## src/rtl/ifu_fetch_if.sv

```systemverilog
// Fetch-side bus bundle: the instruction-memory request/response channel and the IDU handoff.
// The fetch unit is the master; memory and decode together form the slave side.
interface ifu_fetch_if #(
   parameter int WIDTH = 64
);
   logic             imem_req_valid;
   logic             imem_req_ready;
   logic [WIDTH-1:0] imem_req_addr;
   logic             imem_resp_valid;
   logic [31:0]      imem_resp_data;
   logic             imem_resp_err;
   logic             id_valid;
   logic             id_ready;
   logic [31:0]      id_inst;
   logic [WIDTH-1:0] id_pc;
   logic             id_fault;

   modport master (
      output imem_req_valid, imem_req_addr,
      input  imem_req_ready,
      input  imem_resp_valid, imem_resp_data, imem_resp_err,
      output id_valid, id_inst, id_pc, id_fault,
      input  id_ready
   );

   modport slave (
      input  imem_req_valid, imem_req_addr,
      output imem_req_ready,
      output imem_resp_valid, imem_resp_data, imem_resp_err,
      input  id_valid, id_inst, id_pc, id_fault,
      output id_ready
   );
endinterface

```

## src/rtl/ifu_fetch.sv

```systemverilog
// Multicycle RV64 fetch unit: owns the PC, keeps one imem read in flight at most,
// and hands each fetched word to decode, applying branch/trap/mret/flush redirects.
module ifu_fetch #(
   parameter int               WIDTH    = 64,
   parameter logic [WIDTH-1:0] RESET_PC = WIDTH'(64'h8000_0000)
) (
   input  logic             clk,
   input  logic             rst_n,
   input  logic             br_taken_i,
   input  logic [WIDTH-1:0] br_target_i,
   input  logic             ex_i,
   input  logic [WIDTH-1:0] ex_entry_i,
   input  logic             ex_ret_i,
   input  logic [WIDTH-1:0] epc_i,
   input  logic             flush_i,
   input  logic [WIDTH-1:0] flush_target_i,
   ifu_fetch_if.master      bus,
   output logic [WIDTH-1:0] pc_o,
   output logic [WIDTH-1:0] nextpc_o
);

   localparam logic [31:0] NOP_INST = 32'h0000_0013;

   typedef enum logic [2:0] {
      S_IDLE,
      S_REQ,
      S_WAIT,
      S_VALID,
      S_DROP
   } state_e;

   state_e           state_q, state_d;
   logic [WIDTH-1:0] pc_q, pc_d;
   logic             req_valid_q, req_valid_d;
   logic [WIDTH-1:0] req_addr_q, req_addr_d;
   logic             id_valid_q, id_valid_d;
   logic [31:0]      id_inst_q, id_inst_d;
   logic [WIDTH-1:0] id_pc_q, id_pc_d;
   logic             id_fault_q, id_fault_d;
   logic             drop_pending_q, drop_pending_d;
   logic [WIDTH-1:0] next_pc;

   always_comb begin
      if (flush_i)         next_pc = flush_target_i;
      else if (ex_i)       next_pc = ex_entry_i;
      else if (ex_ret_i)   next_pc = epc_i;
      else if (br_taken_i) next_pc = {br_target_i[WIDTH-1:1], 1'b0};
      else                 next_pc = pc_q + WIDTH'(4);
   end

   always_comb begin
      state_d        = state_q;
      pc_d           = pc_q;
      req_valid_d    = req_valid_q;
      req_addr_d     = req_addr_q;
      id_valid_d     = id_valid_q;
      id_inst_d      = id_inst_q;
      id_pc_d        = id_pc_q;
      id_fault_d     = id_fault_q;
      drop_pending_d = drop_pending_q;

      unique case (state_q)
         S_IDLE: begin
            state_d = S_REQ;
            if (flush_i) pc_d = flush_target_i;
         end
         S_REQ: begin
            if (req_valid_q) begin
               // A held request is never withdrawn; a flush only marks its response as stale.
               if (flush_i) pc_d = flush_target_i;
               if (bus.imem_req_ready) begin
                  req_valid_d    = 1'b0;
                  drop_pending_d = 1'b0;
                  state_d        = (drop_pending_q || flush_i) ? S_DROP : S_WAIT;
               end else if (flush_i) begin
                  drop_pending_d = 1'b1;
               end
            end else if (flush_i) begin
               pc_d = flush_target_i;
            end else if (pc_q[1:0] != 2'b00) begin
               id_valid_d = 1'b1;
               id_inst_d  = NOP_INST;
               id_fault_d = 1'b1;
               id_pc_d    = pc_q;
               state_d    = S_VALID;
            end
         end
         S_WAIT: begin
            if (flush_i) begin
               pc_d    = flush_target_i;
               state_d = bus.imem_resp_valid ? S_REQ : S_DROP;
            end else if (bus.imem_resp_valid) begin
               id_valid_d = 1'b1;
               id_inst_d  = bus.imem_resp_data;
               id_fault_d = bus.imem_resp_err;
               id_pc_d    = pc_q;
               state_d    = S_VALID;
            end
         end
         S_VALID: begin
            // Flush wins over retire; a same-cycle id_ready still consumes the instruction.
            if (flush_i || bus.id_ready) begin
               pc_d       = next_pc;
               id_valid_d = 1'b0;
               state_d    = S_REQ;
            end
         end
         S_DROP: begin
            if (flush_i) pc_d = flush_target_i;
            if (bus.imem_resp_valid) state_d = S_REQ;
         end
         default: state_d = S_IDLE;
      endcase

      // Entering REQ on an aligned PC with nothing held launches the request next cycle.
      if (state_d == S_REQ && !req_valid_d && pc_d[1:0] == 2'b00) begin
         req_valid_d = 1'b1;
         req_addr_d  = pc_d;
      end
   end

   always_ff @(posedge clk or negedge rst_n) begin
      if (!rst_n) begin
         state_q        <= S_IDLE;
         pc_q           <= RESET_PC;
         req_valid_q    <= 1'b0;
         req_addr_q     <= RESET_PC;
         id_valid_q     <= 1'b0;
         id_inst_q      <= '0;
         id_pc_q        <= RESET_PC;
         id_fault_q     <= 1'b0;
         drop_pending_q <= 1'b0;
      end else begin
         state_q        <= state_d;
         pc_q           <= pc_d;
         req_valid_q    <= req_valid_d;
         req_addr_q     <= req_addr_d;
         id_valid_q     <= id_valid_d;
         id_inst_q      <= id_inst_d;
         id_pc_q        <= id_pc_d;
         id_fault_q     <= id_fault_d;
         drop_pending_q <= drop_pending_d;
      end
   end

   assign bus.imem_req_valid = req_valid_q;
   assign bus.imem_req_addr  = req_addr_q;
   assign bus.id_valid       = id_valid_q;
   assign bus.id_inst        = id_inst_q;
   assign bus.id_pc          = id_pc_q;
   assign bus.id_fault       = id_fault_q;
   assign pc_o               = pc_q;
   assign nextpc_o           = next_pc;

endmodule

```

## src/flat_wrapper.sv

```systemverilog
// flat-port wrapper written by rule: the top's interface ports become plain ports
module ifu_fetch_flat 
#(
   parameter int               WIDTH    = 64,
   parameter logic [WIDTH-1:0] RESET_PC = WIDTH'(64'h8000_0000)
)
  (clk, rst_n, br_taken_i, br_target_i, ex_i, ex_entry_i, ex_ret_i, epc_i, flush_i, flush_target_i, pc_o, nextpc_o, bus_imem_req_valid, bus_imem_req_addr, bus_imem_req_ready, bus_imem_resp_valid, bus_imem_resp_data, bus_imem_resp_err, bus_id_valid, bus_id_inst, bus_id_pc, bus_id_fault, bus_id_ready);
  ifu_fetch_if #(.WIDTH(WIDTH)) bus_i ();
  input  logic clk;
  input  logic rst_n;
  input  logic br_taken_i;
  input  logic [WIDTH-1:0] br_target_i;
  input  logic ex_i;
  input  logic [WIDTH-1:0] ex_entry_i;
  input  logic ex_ret_i;
  input  logic [WIDTH-1:0] epc_i;
  input  logic flush_i;
  input  logic [WIDTH-1:0] flush_target_i;
  output logic [WIDTH-1:0] pc_o;
  output logic [WIDTH-1:0] nextpc_o;
  output wire logic [$bits(bus_i.imem_req_valid)-1:0] bus_imem_req_valid;
  output wire logic [$bits(bus_i.imem_req_addr)-1:0] bus_imem_req_addr;
  input wire logic [$bits(bus_i.imem_req_ready)-1:0] bus_imem_req_ready;
  input wire logic [$bits(bus_i.imem_resp_valid)-1:0] bus_imem_resp_valid;
  input wire logic [$bits(bus_i.imem_resp_data)-1:0] bus_imem_resp_data;
  input wire logic [$bits(bus_i.imem_resp_err)-1:0] bus_imem_resp_err;
  output wire logic [$bits(bus_i.id_valid)-1:0] bus_id_valid;
  output wire logic [$bits(bus_i.id_inst)-1:0] bus_id_inst;
  output wire logic [$bits(bus_i.id_pc)-1:0] bus_id_pc;
  output wire logic [$bits(bus_i.id_fault)-1:0] bus_id_fault;
  input wire logic [$bits(bus_i.id_ready)-1:0] bus_id_ready;
  assign bus_imem_req_valid = bus_i.imem_req_valid;
  assign bus_imem_req_addr = bus_i.imem_req_addr;
  assign bus_i.imem_req_ready = bus_imem_req_ready;
  assign bus_i.imem_resp_valid = bus_imem_resp_valid;
  assign bus_i.imem_resp_data = bus_imem_resp_data;
  assign bus_i.imem_resp_err = bus_imem_resp_err;
  assign bus_id_valid = bus_i.id_valid;
  assign bus_id_inst = bus_i.id_inst;
  assign bus_id_pc = bus_i.id_pc;
  assign bus_id_fault = bus_i.id_fault;
  assign bus_i.id_ready = bus_id_ready;
  ifu_fetch #(.WIDTH(WIDTH), .RESET_PC(RESET_PC)) u_core (.clk(clk), .rst_n(rst_n), .br_taken_i(br_taken_i), .br_target_i(br_target_i), .ex_i(ex_i), .ex_entry_i(ex_entry_i), .ex_ret_i(ex_ret_i), .epc_i(epc_i), .flush_i(flush_i), .flush_target_i(flush_target_i), .bus(bus_i), .pc_o(pc_o), .nextpc_o(nextpc_o));
endmodule
```

## config.mk

```make
export PLATFORM = sky130hd
export DESIGN_NAME = ifu_fetch_flat
export DESIGN_NICKNAME = d
export VERILOG_FILES = /design/src/rtl/ifu_fetch_if.sv /design/src/rtl/ifu_fetch.sv /design/src/flat_wrapper.sv
export SDC_FILE = /design/constraint.sdc
export NUM_CORES = 1
export LEC_CHECK = 0
export CAP_MARGIN = 25
export CORE_AREA = 4 4 226 228
export CTS_BUF_LIST = sky130_fd_sc_hd__clkbuf_8
export CTS_CLUSTER_DIAMETER = 40
export DETAILED_ROUTE_END_ITERATION = 6
export DIE_AREA = 0 0 230 232
export PLACE_DENSITY = 0.6
export SYNTH_ARGS = -nofsm -noshare
export SYNTH_HDL_FRONTEND = slang
export SYNTH_SLANG_ARGS = --single-unit
```

## constraint.sdc

```tcl
create_clock -name clk -period 3.95 [get_ports clk]
set_clock_uncertainty 0.05 [all_clocks]
set_input_delay 0.395 -clock clk [delete_from_list [all_inputs] [get_ports clk]]
set_output_delay 0.395 -clock clk [all_outputs]
set_load 0.005 [all_outputs]
```

==> impl_metrics.json <==
{
  "clk_latency_ps": 660,
  "overflow": 0,
  "setup_viol": 0,
  "die_area_sq_um": 53400,
  "critPathRequiredTime_ps": 3500,
  "rows": 81,
  "switchingPower_mw": 6.22,
  "grt_pass1_wl_um": 112000,
  "startpoint_type": "flop",
  "synth_area_sq_um": 13300,
  "synth-seq-area-share_pct": 43.4,
  "grt.met1_usage_pct": 33.5,
  "die_h_um": 232,
  "stdcell_count": 2784,
  "grt_use_total_pct": 28.5,
  "fin_crit_sh_pct": 98.0,
  "switching_share_pct": 38.6,
  "worstSetupPathType": "flop to output pin",
  "top_usage_layer": "met2",
  "cts.clk_slew.worst_paths_ps": 50,
  "dieWidth_um": 230,
  "place.port_buffers": 587,
  "slew_violations": 0,
  "cap_violations": 0,
  "final_common_cell": "clkdlybuf4s50_1",
  "total_leakage_power_nw": 9.22,
  "worst_pin_slew_ps": 862,
  "finalWirelength_um": 80200,
  "syn2layout_area_growth_pct": 68.2,
  "clockBufferDepth": 3,
  "clockPowerShare_pct": 22.2,
  "synth_edf_count": 0,
  "drive_gt1_share_pct": 19.6,
  "antenna_found_initial": 15,
  "synthXorXnorAreaFrac_pct": 3.02,
  "layout_common_cells": "clkdlybuf4s50_1 (567), dfrtp_1 (212), nand2_1 (154)",
  "route.vias.total": 15300,
  "seqPwrFrac_pct": 27.1,
  "layout_min_cycle_time_ps": 3870,
  "first_pass_iters": 7,
  "r2r_cells": 7,
  "final_util_pct": 45.9,
  "ant_nets": 0,
  "max_freq_mhz": 258,
  "synth.avg_cell_area_sq_um": 9.49,
  "endpoint_kind": "output pin",
  "intPower_mw": 9.88,
  "cts_tree": "yes",
  "arrival_ps": 3430,
  "drt_iter0_drc": 1385,
  "reg2reg_slack_ps": 960,
  "rr_startpoint": "u_core.state_q[2]$_DFF_PN0_",
  "final_nets": 2365,
  "grt_use_met2_pct": 48.2,
  "hold_path.class": "input pin to flop",
  "ys_ff_latch": 231,
  "cts_made_buffers": 57,
  "core_sq_um": 48800,
  "critPathLaunch": "u_core.pc_o[2]$_DFF_PN0_",
  "hpwl_um": 59500,
  "syn-num-nets": 1704,
  "async_reset_ff_share_pct": 100,
  "yosys_warnings": 0,
  "hold_violations": 0,
  "grt_max_degree": 101,
  "drc": 2,
  "timing.rr.end": "u_core.bus.imem_req_addr[6]$_DFFE_PN0P_",
  "synth_ff_type": "dfrtp_1",
  "finalPower_mw": 16.1,
  "cts-htree-levels": 2,
  "vdd_drop_max_mv": 0.398,
  "relSlewSlack_pct": 42.5,
  "violations": "DRC",
  "outcome": "finished with violations",
  "path_max_fanout": 3,
  "avgViaCountPerCell": 5.50,
  "gp_congestion": 0.911,
  "synth_top_family_by_area": "compound AO/OA/AOI/OAI gates",
  "fin_tns_setup_ps": 0,
  "pwr_density_cell_nw_per_um2": 718,
  "synth_cells": 1405,
  "root_buffer": "clkbuf_8",
  "yosys.area_share.simple_pct": 16.2,
  "grt_pass1_vias": 15900,
  "placed_cells": 2639,
  "ys_types": 82,
  "post_drt_wl_per_cell_um": 28.8,
  "clock_sinks": 231,
  "muxShareOfSynthArea_pct": 9.76,
  "rsz0062_at_grt": "true",
  "endpoint": "nextpc_o[34]",
  "grt_use_met3_pct": 9.11,
  "initial_core_util_pct": 27.3,
  "synth_adder_area_share_pct": 0.169,
  "ios": 589,
  "p_comb_share_pct": 50.7,
  "synth_compound_area_share_pct": 23.0
}
power groups by stage:
stage / clock, mW / sequential, mW / combinational (mW)
2_1_floorplan: 0 / 4.28 / 3.37
3_3_place_gp: 0 / 4.27 / 7.91
3_5_place_dp: 0 / 4.32 / 8.00
4_1_cts: 3.63 / 4.32 / 8.12
5_1_grt: 3.75 / 4.48 / 8.65
6_report: 3.58 / 4.36 / 8.17
cells in the mapped netlist, drive strengths merged, types with 24 or more instances:
library cell | count | share of area, %
nand2 | 156 | 4.4
nor3 | 33 | 1.4
inv | 32 | 0.90
mux2 | 96 | 8.1
nand4 | 24 | 1.4
o21ai | 111 | 4.2
a222oi | 30 | 2.3
clkbuf | 75 | 2.1
buf | 36 | 1.5
dfrtp | 228 | 43
nor2 | 86 | 2.5
xnor2 | 28 | 1.8
o22ai | 28 | 1.3
a22o | 47 | 3.1
a21oi | 61 | 2.3
nand3 | 35 | 1.5
logic make-up (layout without fill, tap and decap cells):
group / after synthesis / in the layout
DFF: 231 / 231
buffers and inverters: 144 / 852
and+or+nand+nor: 428 / 429
xor gates and xnor gates: 46 / 46
muxes: 118 / 118
other: 0 / 6
adders and majority gates: 2 / 2
AOI/OAI and AO/OA: 436 / 436
flip-flops by register name, indices dropped and copies added, names as in the netlist:
register,count
u_core.drop_pending_q,1
u_core.bus.imem_req_valid,1
u_core.bus.id_pc,64
u_core.bus.id_inst,32
u_core.bus.id_fault,1
u_core.pc_o,64
u_core.bus.id_valid,1
u_core.bus.imem_req_addr,64
u_core.state_q,3
worst min-delay path by stage:
stage / end / cells past startpoint / startpoint / slack, ps
finish: u_core.drop_pending_q$_DFFE_PN0P_ / 3 / flush_i / 250
global route: u_core.drop_pending_q$_DFFE_PN0P_ / 3 / flush_i / 260
CTS: u_core.drop_pending_q$_DFFE_PN0P_ / 3 / flush_i / 200
detailed placement: u_core.bus.id_pc[50]$_DFFE_PN0P_ / 2 / u_core.bus.id_pc[50]$_DFFE_PN0P_ / 420
global placement: u_core.bus.id_pc[50]$_DFFE_PN0P_ / 2 / u_core.bus.id_pc[50]$_DFFE_PN0P_ / 410
floorplan: u_core.bus.id_fault$_DFFE_PN0P_ / 0 / rst_n / 50
final cells by class:
class	count	area, sq um
diodes	6	15.0
fillers	4729	26400
inverters	33	124
flip-flops and latches	231	5800
clock buffers	69	950
repair buffers	712	6940
clock inverters	38	448
well taps	664	831
multi-input cells	1031	7320
through the flow:
stage	worst slack, ps	cell area, sq um	hold slack [ps]
after floorplan	1090	13300	49.4
after global placement	232	20400	414
after detailed placement	118	20500	419
after CTS	-48.3	22200	196
after global routing	-80.9	22400	263
final	78.1	22400	247
worst max-delay path: stages (launching register included):
cell and delay (ps):
dfrtp_1 350, ha_2 240, nand3_4 120, or4_4 580, buf_4 170, nor3_4 250, xnor2_1 150, o21ai_1 170
mux2i_1 90, o21ai_0 150, clkdlybuf4s50_1 520
routing by layer:
metal / share of wire [%] / up-vias
li1: - / 6654
met1: 38 / 7569
met2: 48 / 898
met3: 10 / 184
met4: 4.1 / 14
met5: 0.095 / -
repair_timing:
item	in CTS	in global routing
hold endpoints to repair	96	0
endpoints found under the setup margin	35	20
hold buffers	1	0
gates cloned	0	1
gates resized for setup	61	31
setup buffers	19	11
pin swaps	16	10
Power figures use the tool's default switching activity.
==> RTL change 1 (config.mk and constraints unchanged) <==
`WIDTH` is set to 64 in 3 places; all go to 56.
--- a/src/rtl/ifu_fetch_if.sv
+++ b/src/rtl/ifu_fetch_if.sv
@@ -2,5 +2,5 @@
 // The fetch unit is the master; memory and decode together form the slave side.
 interface ifu_fetch_if #(
-   parameter int WIDTH = 64
+   parameter int WIDTH = 56
 );
    logic             imem_req_valid;
--- a/src/rtl/ifu_fetch.sv
+++ b/src/rtl/ifu_fetch.sv
@@ -2,5 +2,5 @@
 // and hands each fetched word to decode, applying branch/trap/mret/flush redirects.
 module ifu_fetch #(
-   parameter int               WIDTH    = 64,
+   parameter int               WIDTH    = 56,
    parameter logic [WIDTH-1:0] RESET_PC = WIDTH'(64'h8000_0000)
 ) (
--- a/src/flat_wrapper.sv
+++ b/src/flat_wrapper.sv
@@ -2,5 +2,5 @@
 module ifu_fetch_flat 
 #(
-   parameter int               WIDTH    = 64,
+   parameter int               WIDTH    = 56,
    parameter logic [WIDTH-1:0] RESET_PC = WIDTH'(64'h8000_0000)
 )
Ports: changed (8 resized); port bits go from 589 to 525. No check against the original RTL was run, so the function may have changed too.
==> RTL change 1 against the unedited design <==
  * Hold slack got worse by 0.047 ns
  * Count of clock-buffer cells in the layout fell by 8
  * Sequential power fell by 13%
  * Critical path depth fell by 1
  * Core utilization fell by 4.9 points
  * Power fell by 15%
  * Cell area fell by 11%
  * Non-clock buffer count fell by 72
  * Synthesized area fell by 11%
  * Wire length fell by 9.8%
  * Sequential cell count fell by 24
  * Worst setup slack improved by 0.0071 ns
  * Critical path type unchanged
  * Critical endpoint is now nextpc_o[41]
==> RTL change 1: results (changes against the unedited design) <==
* Num CTS Buffers at 54 (-5.3%)
* Resized cells post-CTS at 43 (-30%)
* Synth cell count leaders: nand2_1 (288), dfrtp_1 (204), o21ai_0 (93)
* Clk_lat worst skew at 0.63 ns (-0.03 ns)
* Min cycle time layout at 3.86 ns (-0.00709 ns)
* GRT met2 Usage at 44.1% (-4.1 points)
* Post-detail-place hpwl at 54500 µm (-8.5%)
* R2R setup slack at 0.89 ns (-0.07 ns)
* Status: complete, no violations
* Average routed wire per standard cell at 27.2 µm (-5.7%)
* Mean area per synthesized cell at 8.73 µm² (-8.0%)
* GPL Wtd Cong at 0.922 (+1.2%)
* Comb power frac at 48.4% (-2.3 points)
* Met3 WL at 5730 µm (-29%)
* Synth area leaders: dfrtp_1 (43%), nand2_1 (9.1%), mux2_2 (4.2%)
* DR pass1 iterations at 6 (-1)
* VDD IR max at 301 µV (-24%)
* Setup WS pre-CTS at -0.0717 ns (-0.190 ns)
* Clock network power at 3.21 mW (-10%)
* Fin Hold WS at 0.200 ns (-0.0467 ns)
* Critical Path AT at 3.42 ns (about the same)
* Setup bufs post-CTS at 4 (-15)
* Sw Ratio at 38.3% (-0.31 points)
* Pleak at 8.53 nW (-7.5%)
* Initial antenna violation count at 10 (-5)
==> RTL change 1: cell count changes after synthesis, moves of 9 or more <==
cell      unedited run  this run
a21oi_1             61        52
o21ai_0            107        93
nor2b_1             10         1
a222oi_1            30         9
nor3_1              30        19
mux2_2              94        44
dfrtp_1            228       204
nor2_1              85        67
nand2_1            156       288
clkbuf_1            73        91
==> RTL change 1: cell type report <==
class | instances | area [µm²]
antenna | 6 | 15.0
clock buffer | 61 | 840
clock inverter | 39 | 423
fill | 4939 | 28800
inverter | 27 | 101
multi-input combinational | 1018 | 6420
sequential | 207 | 5190
tap | 664 | 831
timing repair buffer | 640 | 6220
==> RTL change 1: cell families (layout without fill, tap and decap cells) <==
logic type      Yosys count  in the layout  share of synthesized area [%]
mux                      62             62                           5.71
compound gates          401            401                           23.5
fa+ha+maj                 2              2                          0.190
flops                   207            207                           43.6
other cells               0              6                              0
buf+inv                 135            767                           4.42
xor+xnor                 36             36                           2.65
simple gates            517            517                           19.9
==> RTL change 2 (same flow settings) <==
Made on the original files. Make the reset (`rst_n`) synchronous in one clocked block.
--- a/src/rtl/ifu_fetch.sv
+++ b/src/rtl/ifu_fetch.sv
@@ -120,5 +120,5 @@
    end
 
-   always_ff @(posedge clk or negedge rst_n) begin
+   always_ff @(posedge clk) begin
       if (!rst_n) begin
          state_q        <= S_IDLE;
Check against the original RTL: not equivalent (Yosys sat finds a counterexample within 4 cycles, from zero or initial values and one cycle with rst_n low; the reset may be asserted at any time).
==> RTL change 2 against the unedited design <==
  * Critical path depth is the same
  * Core utilization shrank 0.46 points
  * Wire length grew 7.3%
  * Maximum frequency grew 0.88%
  * First-iteration DRC count grew 13%
  * Register-to-register slack lost 0.08 ns
  * Sequential cell count is the same
  * Synthesized area shrank 1.0%
  * Worst setup slack gained 0.034 ns
  * Synthesized cell count grew 27%
  * Cell area shrank 1.0%
Power is not compared: it rests on default switching activity, and its combinational part moved more than twofold at a synthesized area within 25%.
==> RTL change 2: results (changes against the unedited design) <==
* Status: complete, no violations
* Routing usage on met1 at 37.7% (+4.2 points)
* Synth cell count leaders: nand2_1 (267), dfxtp_1 (231), nor2_1 (170)
* Share of flip-flops with an asynchronous set or reset at 0% (-100 points)
* GPL Wtd Cong at 0.902 (-1.0%)
* Total GRT Usage at 30.4% (+1.9 points)
* DR pass1 iterations at 6 (-1)
* Final wirelength at 86000 µm (+7.3%)
* Placed cell areas at 20300 µm² (-0.82%)
* R2R setup slack at 0.88 ns (-0.08 ns)
* GRT met2 Usage at 49.4% (+1.2 points)
* Average routed wire per standard cell at 27.6 µm (-4.1%)
* Xor/xnor share of the synthesized area at 2.79% (-0.23 points)
* F_max at 261 MHz (+0.88%)
* Mux contribution to synthesized area at 2.95% (-6.8 points)
* Fin Hold WS at 0.212 ns (-0.0347 ns)
* Hold Path End: u_core.bus.id_inst[0]$_SDFFE_PN0P_
* First-pass GRT wire length at 120000 µm (+7.7%)
* FF-to-FF End: u_core.bus.imem_req_addr[21]$_SDFFE_PN0P_
* Num CTS Buffers at 59 (+3.5%)
* Worst R2R Start: u_core.state_q[1]$_SDFF_PN0_
* Share of cells above drive strength 1 at 14.8% (-4.8 points)
* HP Start: bus_imem_resp_data[0]
* Measured slew at the worst slew-check pin at 0.930 ns (+0.0678 ns)
* Synth unique cells at 78 (-4.9%)
* Mean area per synthesized cell at 7.42 µm² (-22%)
* Detail Route met2 WL at 39400 µm (+1.9%)
* Syn nets at 2077 (+22%)
* CP endpoint: nextpc_o[30]
* Met3 usage at 9.47% (+0.36 points)
* Post-Synth Adder-Cell Area at 0.0948% (-0.074 points)
* Post-synth top flop: dfxtp_1
* Clk_lat worst skew at 0.68 ns (+0.02 ns)
* Compound-Gate Fraction of Synth Area at 29.9% (+6.9 points)
* Critical Path AT at 3.39 ns (-0.04 ns)
* CP Launch Point: u_core.pc_o[21]$_SDFF_PN0_
* Met1 Wirelength at 34900 µm (+16%)
* Final #Nets at 2693 (+14%)
* Iter 0 DRT Violations at 1566 (+13%)
* Post-detail-place hpwl at 63000 µm (+5.9%)
* CP max FO at 6 (+3)
* Initial antenna violation count at 10 (-5)
* Vias in the first global route at 17200 (+7.8%)
[RTL change 2: cell count changes in the layout (fill, tap and decap cells not counted), moves of 46 or more]
cell     unedited run  this run
dfxtp_1             0       215
dfrtp_1           212         0
nand2_1           154       262
a21oi_1            58       165
mux2_2             94        11
nor2_1             79       161
a22oi_1            21        67
[RTL change 2: area by class of cell]
cell class | count | area, µm²
Timing Repair Buffer | 723 | 6970
Multi-Input combinational cell | 1360 | 8230
Antenna cell | 9 | 22.5
Clock inverter | 40 | 473
Inverter | 19 | 76.3
Clock buffer | 69 | 950
Tap cell | 664 | 831
Sequential cell | 231 | 4660
Fill cell | 4958 | 26600
[RTL change 2: report_power, final]
group | switching (mW) | total (mW) | internal, mW
sequential | 0.133 | 2.64 | 2.51
combinational | 1.10 | 2.13 | 1.03
clock | 1.42 | 3.63 | 2.21
[RTL change 2: repair_timing]
item	CTS	global route
hold buffers	0	0
endpoints found under the setup margin	43	31
gates cloned	0	0
buffers inserted	7	6
pin swaps	7	9
resized for setup	50	52
